===== src/rtl/mult_arb_pkg.sv =====
// Shared types and the multiplier slave register map for avalon_mm_mult_arbiter.
package mult_arb_pkg;

    localparam int WORD_W = 16;

    localparam logic [3:0] ADDR_A_LO = 4'd0;
    localparam logic [3:0] ADDR_A_HI = 4'd1;
    localparam logic [3:0] ADDR_B_LO = 4'd2;
    localparam logic [3:0] ADDR_B_HI = 4'd3;
    localparam logic [3:0] ADDR_RES0 = 4'd4;

    typedef enum logic [2:0] {
        IDLE,
        WR,
        WAIT,
        RD,
        CAP,
        DONE
    } state_t;

    function automatic logic [3:0] res_addr(input logic [1:0] beat);
        return ADDR_RES0 + {2'b00, beat};
    endfunction

endpackage


===== src/rtl/mult_arb_select.sv =====
// Winner pick for the multiplier arbiter: fixed priority, or round-robin from ptr_i
// when MULT_ARB_RR_EN is defined.
module mult_arb_select
    import mult_arb_pkg::*;
#(
    parameter int  N_REQ = 2,
    localparam int IDX_W = $clog2(N_REQ)
) (
    input  logic [N_REQ-1:0] req_i,
`ifdef MULT_ARB_RR_EN
    input  logic [IDX_W-1:0] ptr_i,
`endif
    output logic [N_REQ-1:0] gnt_oh_o,
    output logic [IDX_W-1:0] gnt_idx_o,
    output logic             valid_o
);

    always_comb begin
        // NOTE: every output gets a default before any branch so no latch is inferred.
        gnt_oh_o  = '0;
        gnt_idx_o = '0;
        valid_o   = 1'b0;
`ifdef MULT_ARB_RR_EN
        // First pass covers indices at or above the pointer; the second wraps around.
        for (int i = 0; i < N_REQ; i++) begin
            if (!valid_o && req_i[i] && (IDX_W'(i) >= ptr_i)) begin
                valid_o     = 1'b1;
                gnt_oh_o[i] = 1'b1;
                gnt_idx_o   = IDX_W'(i);
            end
        end
`endif
        for (int i = 0; i < N_REQ; i++) begin
            if (!valid_o && req_i[i]) begin
                valid_o     = 1'b1;
                gnt_oh_o[i] = 1'b1;
                gnt_idx_o   = IDX_W'(i);
            end
        end
    end

endmodule


===== src/rtl/avalon_mm_mult_arbiter.sv =====
// Shares one Avalon-MM 32x32 multiplier slave between N_REQ requesters.
// Define MULT_ARB_RR_EN for round-robin arbitration; fixed priority otherwise.
module avalon_mm_mult_arbiter
    import mult_arb_pkg::*;
#(
    parameter int SZ       = 32,
    parameter int N_REQ    = 2,
    parameter int WAIT_CYC = 4
) (
    input  logic                clk,
    input  logic                _rst,
    input  logic [N_REQ-1:0]    req,
    input  logic [N_REQ*SZ-1:0] a_i,
    input  logic [N_REQ*SZ-1:0] b_i,
    output logic [N_REQ-1:0]    gnt,
    output logic [N_REQ-1:0]    done,
    output logic [2*SZ-1:0]     res_o,
    output logic [3:0]          addr,
    output logic                read,
    output logic                write,
    output logic [WORD_W-1:0]   write_data,
    input  logic [WORD_W-1:0]   read_data
);

    localparam int         IDX_W     = $clog2(N_REQ);
    localparam logic [7:0] WAIT_INIT = 8'((WAIT_CYC > 0) ? WAIT_CYC - 1 : 0);

    state_t              state_q, state_d;
    logic [1:0]          beat_q, beat_d;
    logic [7:0]          wait_q, wait_d;
    logic [SZ-1:0]       a_q, a_d, b_q, b_d;
    logic [2*SZ-1:0]     res_q, res_d;
    logic [N_REQ-1:0]    win_q, win_d;
    logic [N_REQ-1:0]    gnt_q, gnt_d, done_q, done_d;
    logic [3:0]          addr_q, addr_d;
    logic                read_q, read_d, write_q, write_d;
    logic [WORD_W-1:0]   wdata_q, wdata_d;
    logic                rd_vld_q, rd_vld_d;
    logic [1:0]          rd_word_q, rd_word_d;

    logic [N_REQ-1:0]    sel_oh;
    logic [IDX_W-1:0]    sel_idx;
    logic                sel_valid;
    logic [SZ-1:0]       a_arr [N_REQ];
    logic [SZ-1:0]       b_arr [N_REQ];

`ifdef MULT_ARB_RR_EN
    logic [IDX_W-1:0]    ptr_q, ptr_d;
`endif

    mult_arb_select #(
        .N_REQ     (N_REQ)
    ) u_select (
        .req_i     (req),
`ifdef MULT_ARB_RR_EN
        .ptr_i     (ptr_q),
`endif
        .gnt_oh_o  (sel_oh),
        .gnt_idx_o (sel_idx),
        .valid_o   (sel_valid)
    );

    always_comb begin
        for (int k = 0; k < N_REQ; k++) begin
            a_arr[k] = a_i[k*SZ +: SZ];
            b_arr[k] = b_i[k*SZ +: SZ];
        end
    end

    always_comb begin
        state_d   = state_q;
        beat_d    = beat_q;
        wait_d    = wait_q;
        a_d       = a_q;
        b_d       = b_q;
        win_d     = win_q;
        res_d     = res_q;
        gnt_d     = '0;
        done_d    = '0;
        addr_d    = '0;
        read_d    = 1'b0;
        write_d   = 1'b0;
        wdata_d   = '0;
        // The slave registers its read data, so capture trails each read by one cycle.
        rd_vld_d  = read_q;
        rd_word_d = addr_q[1:0];
`ifdef MULT_ARB_RR_EN
        ptr_d     = ptr_q;
`endif

        if (rd_vld_q) begin
            for (int w = 0; w < 4; w++) begin
                if (rd_word_q == 2'(w)) res_d[w*WORD_W +: WORD_W] = read_data;
            end
        end

        case (state_q)
            IDLE: begin
                if (sel_valid) begin
                    gnt_d   = sel_oh;
                    win_d   = sel_oh;
                    a_d     = a_arr[sel_idx];
                    b_d     = b_arr[sel_idx];
                    beat_d  = '0;
                    state_d = WR;
`ifdef MULT_ARB_RR_EN
                    ptr_d   = (sel_idx == IDX_W'(N_REQ - 1)) ? '0 : sel_idx + IDX_W'(1);
`endif
                end
            end
            WR: begin
                write_d = 1'b1;
                beat_d  = beat_q + 2'd1;
                case (beat_q)
                    2'd0:    begin addr_d = ADDR_A_LO; wdata_d = a_q[0 +: WORD_W];      end
                    2'd1:    begin addr_d = ADDR_A_HI; wdata_d = a_q[WORD_W +: WORD_W]; end
                    2'd2:    begin addr_d = ADDR_B_LO; wdata_d = b_q[0 +: WORD_W];      end
                    default: begin addr_d = ADDR_B_HI; wdata_d = b_q[WORD_W +: WORD_W]; end
                endcase
                if (beat_q == 2'd3) begin
                    if (WAIT_CYC == 0) begin
                        state_d = RD;
                    end else begin
                        state_d = WAIT;
                        wait_d  = WAIT_INIT;
                    end
                end
            end
            WAIT: begin
                wait_d = wait_q - 8'd1;
                if (wait_q == 8'd0) state_d = RD;
            end
            RD: begin
                read_d = 1'b1;
                addr_d = res_addr(beat_q);
                beat_d = beat_q + 2'd1;
                if (beat_q == 2'd3) state_d = CAP;
            end
            CAP: begin
                // Two quiet cycles let the last two read words land in res_q.
                beat_d = beat_q + 2'd1;
                if (beat_q == 2'd1) begin
                    beat_d  = '0;
                    state_d = DONE;
                end
            end
            DONE: begin
                done_d  = win_q;
                state_d = IDLE;
            end
            default: state_d = IDLE;
        endcase
    end

    always_ff @(posedge clk) begin
        // NOTE: reset clears data registers too, so a reset-aborted job leaves no stale product.
        if (!_rst) begin
            state_q   <= IDLE;
            beat_q    <= '0;
            wait_q    <= '0;
            a_q       <= '0;
            b_q       <= '0;
            res_q     <= '0;
            win_q     <= '0;
            gnt_q     <= '0;
            done_q    <= '0;
            addr_q    <= '0;
            read_q    <= 1'b0;
            write_q   <= 1'b0;
            wdata_q   <= '0;
            rd_vld_q  <= 1'b0;
            rd_word_q <= '0;
        end else begin
            // NOTE: non-blocking updates keep every flop sampling pre-edge values.
            state_q   <= state_d;
            beat_q    <= beat_d;
            wait_q    <= wait_d;
            a_q       <= a_d;
            b_q       <= b_d;
            res_q     <= res_d;
            win_q     <= win_d;
            gnt_q     <= gnt_d;
            done_q    <= done_d;
            addr_q    <= addr_d;
            read_q    <= read_d;
            write_q   <= write_d;
            wdata_q   <= wdata_d;
            rd_vld_q  <= rd_vld_d;
            rd_word_q <= rd_word_d;
        end
    end

`ifdef MULT_ARB_RR_EN
    always_ff @(posedge clk) begin
        if (!_rst) ptr_q <= '0;
        else       ptr_q <= ptr_d;
    end
`endif

    assign gnt        = gnt_q;
    assign done       = done_q;
    assign res_o      = res_q;
    assign addr       = addr_q;
    assign read       = read_q;
    assign write      = write_q;
    assign write_data = wdata_q;

endmodule

===== config.mk =====
export PLATFORM = sky130hd
export DESIGN_NAME = avalon_mm_mult_arbiter
export DESIGN_NICKNAME = d
export VERILOG_FILES = /design/src/rtl/mult_arb_pkg.sv /design/src/rtl/mult_arb_select.sv /design/src/rtl/avalon_mm_mult_arbiter.sv
export SDC_FILE = /design/constraint.sdc
export NUM_CORES = 1
export LEC_CHECK = 0
export BUFFER_PORTS_ARGS = -buffer_cell sky130_fd_sc_hd__buf_2
export CORE_ASPECT_RATIO = 0.7
export CORE_MARGIN = 4
export CORE_UTILIZATION = 50
export CTS_CLUSTER_SIZE = 8
export DETAILED_ROUTE_END_ITERATION = 10
export PLACE_DENSITY = 0.75
export REMOVE_ABC_BUFFERS = 1
export SYNTH_ARGS = -nofsm -noshare
export SYNTH_HDL_FRONTEND = slang
export SYNTH_SLANG_ARGS = --single-unit

===== constraint.sdc =====
create_clock -name clk -period 4.3 [get_ports clk]
set_clock_uncertainty 0.15 [all_clocks]
set_input_delay 0.86 -clock clk [delete_from_list [all_inputs] [get_ports clk]]
set_output_delay 0.86 -clock clk [all_outputs]
set_load 0.02 [all_outputs]

==> results of run 1 <==
## worst min-delay path, stage by stage (launching register included)
cell and delay, ns:
dfxtp_1 0.30, inv_1 0.06, nor4b_1 0.05
## logic make-up (layout without fill, tap and decap cells)
logic type / Yosys count / after routing / synth area share
AO/OA/AOI/OAI: 249 / 249 / 0.225
XOR/XNOR: 1 / 1 / 0.00123
adder cells (fa/ha/maj): 6 / 6 / 0.0106
buffers and inverters: 87 / 286 / 0.0530
flip-flops: 170 / 170 / 0.479
multiplexers: 66 / 66 / 0.0930
other: 1 / 1 / 0.000528
AND/OR/NAND/NOR: 218 / 218 / 0.138
## synthesized netlist by cell type (all sizes together)
library cell / instances
dfxtp: 170
nand2: 147
a21oi: 134
a211oi: 69
mux2i: 66
clkbuf: 54
buf: 23
nor2: 22
a222oi: 16
o21a: 16
inv: 10
ha: 6
nor3: 6
nand3: 5
and2: 4
or4: 4
and3: 3
nand2b: 3
nor2b: 3
nor3b: 3
or2: 3
or3: 3
and3b: 2
nand3b: 2
nand4bb: 2
nor4bb: 2
o211ai: 2
o311ai: 2
a211o: 1
a21boi: 1
a21o: 1
a2bb2oi: 1
a32oi: 1
conb: 1
nand4: 1
nor4: 1
nor4b: 1
o2111ai: 1
o311a: 1
o32ai: 1
o41a: 1
o41ai: 1
or3b: 1
xnor2: 1
## report_power, final
group	switching, mW	internal, mW	leakage [nW]	total, mW
Clock	0.668	0.885	0.286	1.55
Combinational	0.286	0.216	2.01	0.502
Sequential	0.0551	1.67	1.39	1.73
Total	1.01	2.77	3.69	3.78
## final cells by class
cell class	count	area [sq um]
timing repair buffer	245	1260
clock inverter	13	156
fill	1208	5040
inverter	10	40.0
sequential	170	3400
tap	190	238
clock buffer	18	439
multi-input combinational	541	3340
## state kept, by name, summed over array words and instances, names as in the netlist
register	flops
a_q	32
addr	3
b_q	32
beat_q	2
done	2
gnt	2
rd_vld_q	1
rd_word_q	2
res_o	64
state_q	3
wait_q	8
win_q	2
write	1
write_data	16
## worst min path at each step
stage / startpoint / cells after the start / to / slack, ns
6_report: win_q[0] / 2 / done[0] / 0.30
5_1_grt: res_o[55] / 2 / res_o[55] / 0.32
4_1_cts: win_q[0] / 2 / done[0] / 0.30
3_5_place_dp: addr[0] / 1 / rd_word_q[0] / 0.29
3_3_place_gp: res_o[59] / 2 / res_o[59] / 0.29
2_1_floorplan: win_q[0] / 2 / done[0] / 0.28
## per-layer routing
metal,vias to the layer above,global-route usage,share of wire
met4,0,0.0725,0.017
li1,3221,-,-
met5,-,0,0
met2,204,0.361,0.47
met1,3084,0.336,0.45
met3,22,0.0467,0.057
## metrics by stage
| step | hold WS, ns | total power, mW |
|---|---|---|
| after floorplan | 0.276 | 2.08 |
| after global placement | 0.290 | 2.25 |
| after detailed placement | 0.292 | 2.26 |
| after CTS | 0.301 | 3.80 |
| after global routing | 0.321 | 3.93 |
| final | 0.300 | 3.78 |
==> results.md, run 1 <==
- Area Growth Syn to Fin: 25.0%
- Peak Freq: 441 MHz
- Worst r2r src: state_q[2]
- Reg clk slew, reported paths: around 0.06 ns
- Post-synthesis cell count: approximately 800
- Placement Setup Slack: between 1.5 and 2 ns
- Crit path capture type: flip-flop
- Vias per cell: 5.50
- CTS Sinks: 170
- Crit-path cells: buf_2 > nor2b_4 > buf_12 > mux2i_1 > a211oi_1
- TritonCTS Buffers: 17
- Tcrit/Tclk final: 0.527
- Final WL: 19.7 mm
- Setup_tns: 0 ns
- Hold Crit Class: flip-flop to flip-flop
- Die Y: approximately 110 um
- DRC: 0
- Crit-path slowest cell: nor2b_4
- Crit path buf inv count: 2
- P_leak: 3.69 nW
- Final setup vio count: 0
- Vias: 6531
- Layout cells sized above 1: 0.288
- Slew margin rel.: 0.276
- Unique masters post-synth: 51
- CORE AREA: 13900 sq um
- N_diodes: 0
- Post-route cell area: 8880 sq um
- Mapped Avg Cell Area: a little under 9 sq um
- Req. time, crit path: 4.44 ns
- Min Clock Period, post-route: 2.27 ns
- Number of buffers added on ports: 236
- Dpl cells: 1156
- Syn. warnings: 0
- Peak per-stage delay on the critical path: 0.62 ns
- Worst r2r path cells: 4
- Final nets: 1139
- Max-cap viol count: 0
- Vias in the first global route: between 5000 and 6000
- Routability cong.: 0.803
- Critical path arrival: 2.41 ns
- Crit path capture: b_q[23]
- Die ar.: between 15000 and 20000 sq um
- Core Util, Final: 0.638
- Slew @ Worst Pin: 1.08 ns
- DP HPWL: 13.1 mm
- Critical R2R Capture: b_q[20]
- Row Count: 36
- Worst-path fanout max: 35
- Pins Over Slew Limit: 0
- PostCTS Resize Cnt: 0
- Final non-filler cell total: ~1200
- WL/cell: between 15 and 20 um
- Commonest non-fill, non-tap cells in the layout: buf_2 (236), dfxtp_1 (170), nand2_1 (147)
- Ranking of synthesized cells by area: dfxtp_1 (48%), a21oi_1 (9.4%), mux2i_1 (9.3%), nand2_1 (7.8%), a211oi_1 (7.3%)
- Crit start category: input port
- Synth Cell Area: 7110 sq um
- Run status: finished clean
- Die W: 150 um
- Clock Path Buffers: 2
- Total global-route track usage: 0.236
- Pwr per Cell Area: 426 nW/um^2
- Peak VDD IR: 0.000248 V
- Antenna Nets Post-Route: 0
- Starting DRT DRC Count: 546
- Post-CTS Setup Bufs: 0
- Largest net degree at the start of global routing: 73
- Commonest non-fill, non-tap cell in the layout: buf_2
- Setup repair after global routing missed its margin: no
- CP Launch Point: req[1]
- Placed inst area: 8280 sq um
- Clock root cell: clkbuf_16
- CTS Hold Bufs: 0
- Top cell type's share of synthesized area: 0.479
- Crit path depth: 5
- Reg2reg setup slack: around 2.1 ns
- Initial antenna violation count: 0
- Seq/Total Area, Yosys: 0.479
- Setup WS post-layout: between 2 and 2.5 ns
- Synthesized flop and latch total: between 150 and 200
- Global-route wire length before repair: 30.9 mm
- Number of H-tree levels: 4
- Final hold viol count: 0
- Worst-Skew Late Latency: 0.42 ns
- Congestion Overflow GR: 0
- Cell taking the most area after synthesis: dfxtp_1
- Worst Path Class, Setup: input port to flip-flop
- Iteration count of the initial detailed-routing pass: 8
- CTS tree: yes
- Initial Utilization: 0.511
- # IOs: around 240
- Crit-path leading delay family: simple AND/OR/NAND/NOR gates
Power figures use the tool's default switching activity.
==> run 2, diff against run 1 <==
--- a/config.mk
+++ b/config.mk
@@ -8,10 +8,10 @@
 export BUFFER_PORTS_ARGS = -buffer_cell sky130_fd_sc_hd__buf_2
 export CORE_ASPECT_RATIO = 0.7
 export CORE_MARGIN = 4
-export CORE_UTILIZATION = 50
+export CORE_UTILIZATION = 46
 export CTS_CLUSTER_SIZE = 8
 export DETAILED_ROUTE_END_ITERATION = 10
-export PLACE_DENSITY = 0.75
+export PLACE_DENSITY = 0.73
 export REMOVE_ABC_BUFFERS = 1
 export SYNTH_ARGS = -nofsm -noshare
 export SYNTH_HDL_FRONTEND = slang
==> constraint.sdc (replaced) <==
create_clock -name clk -period 1.9 [get_ports clk]
set_clock_uncertainty 0.15 [all_clocks]
set_input_delay 0.38 -clock clk [delete_from_list [all_inputs] [get_ports clk]]
set_output_delay 0.38 -clock clk [all_outputs]
set_load 0.02 [all_outputs]
==> run 2 against run 1 <==
Against the previous run: hold slack got worse by 0.23 ns; combinational power rose by 150%; first-iteration DRC count is 7.7% lower; wire length barely moved; clock power rose by 130%; flip-flop and latch count unchanged; global-route usage down 1.7 points; cell area grew 4.8%; critical path depth up 1; setup slack got worse by 1.9 ns; die area grew 8.1%; largest power group unchanged; highest routed layer unchanged.
==> results.md, run 2 (synthesis results as in run 1) <==
- Vias per cell: 5.36
- Multi-input gate area: 3340 sq um
- CORE AREA: 14900 sq um
- Commonest non-fill, non-tap cells in the layout: buf_2 (236), dfxtp_1 (169), nand2_1 (147)
- DRC: 0
- Crit path capture type: flip-flop
- Number of H-tree levels: 4
- Post-route cell area: 9310 sq um
- Crit start category: flip-flop
- Critical path arrival: between 1.5 and 2 ns
- DP HPWL: ~14 mm
- PostCTS Resize Cnt: 0
- Reg clk slew, reported paths: 0.07 ns
- Area Growth Syn to Fin: 31.0%
- Max-cap viol count: 0
- Worst Path Class, Setup: flip-flop to flip-flop
- Final setup vio count: 0
- Worst-path fanout max: 16
- Final nets: 1177
- Hold Crit Class: input port to flip-flop
- Crit-path slowest cell: dfxtp_1
- Peak per-stage delay on the critical path: 0.39 ns
- Final non-filler cell total: 1230
- Number of buffers added on ports: 236
- Worst r2r src: beat_q[0]
- Crit-path leading delay family: compound AO/OA/AOI/OAI gates
- Post-CTS Setup Bufs: 0
- Crit-path cells: inv_1 > ha_1 > buf_12 > a222oi_1 > o21a_1 > nor2_1
- Crit path buf inv count: 2
- Initial Utilization: 0.477
- Die W: 157 um
- Placed inst area: between 8000 and 9000 sq um
- Congestion Overflow GR: 0
- Row Count: 37
- CTS Hold Bufs: 0
- Total global-route track usage: 0.218
- Final hold viol count: 0
- Pwr per Cell Area: 937 nW/um^2
- CTS Sinks: 170
- Register area: 3400 sq um
- Setup WS post-layout: 0.156 ns
- Global-route wire length before repair: 31.6 mm
- Max reg flops: 64
- Tcrit/Tclk final: 0.918
- Fillers: roughly 1300
- Run status: finished clean
- Vias: 6587
- Commonest non-fill, non-tap cell in the layout: buf_2
- Final WL: 19.7 mm
- Req. time, crit path: between 2 and 2.5 ns
- Antenna Nets Post-Route: 0
- Min Clock Period, post-route: 1.74 ns
- # IOs: 238
- Clock root cell: clkbuf_16
- Initial antenna violation count: 0
- N_diodes: 0
- Largest net degree at the start of global routing: 70
- Layout cells sized above 1: 0.315
- Power Total: 8.72 mW
- Peak Freq: 573 MHz
- Vias in the first global route: 6375
- Clock Path Buffers: 2
- Placement Setup Slack: roughly 0.070 ns
- Peak VDD IR: around 0.00055 V
- HP Start: read_data[1]
- Pins Over Slew Limit: 0
- Setup repair after global routing missed its margin: no
- CP Launch Point: beat_q[0]
- Starting DRT DRC Count: 504
- P_leak: roughly 3.9 nW
- CTS tree: yes
- Worst-Skew Late Latency: 0.42 ns
- Dpl cells: 1199
- WL/cell: 16.0 um
- Die Y: 112 um
- Die ar.: 17500 sq um
- Iteration count of the initial detailed-routing pass: 9
- Routability cong.: around 0.80
- TritonCTS Buffers: 17
run 2: final cells by class:
class | count | area share
multi-input combinational | 541 | 0.359
clock buffer | 17 | 0.0457
inverter | 10 | 0.00430
sequential | 170 | 0.366
timing repair buffer | 283 | 0.180
tap | 195 | 0.0262
clock inverter | 14 | 0.0196
run 2: worst paths after layout:
| kind | endpoint | slack (ns) | cells after the start |
|---|---|---|---|
| min | res_o[17] | 0.07 | 3 |
| max | write_data[10] | 0.16 | 6 |
| min reg2reg | res_o[10] | 0.30 | 2 |
| max reg2reg | write_data[10] | 0.16 | 6 |
run 2: power breakdown:
part | internal (mW) | switching (mW)
clock network | 2.09 | 1.49
logic | 0.574 | 0.666
registers | 3.78 | 0.113
run 2: through the flow:
step | hold WS, ns | utilization | TNS (ns)
2_1_floorplan | 0.276 | - | -293.45
3_3_place_gp | 0.289 | 0.584 | 0
3_5_place_dp | 0.293 | 0.584 | 0
4_1_cts | 0.0608 | 0.624 | 0
5_1_grt | 0.0685 | 0.624 | 0
6_report | 0.0744 | 0.624 | 0
run 2: per-layer routing:
layer,wire length [um],track usage,vias up
met4,287,0.0636,0
met1,9150,0.304,3046
met2,8920,0.346,223
met3,1300,0.0408,19
met5,0,0,-
li1,-,-,3299
run 2: worst min-delay path, stage by stage:
cell	delay (ns)
buf_2	0.12
nand2_1	0.05
a21oi_1	0.05
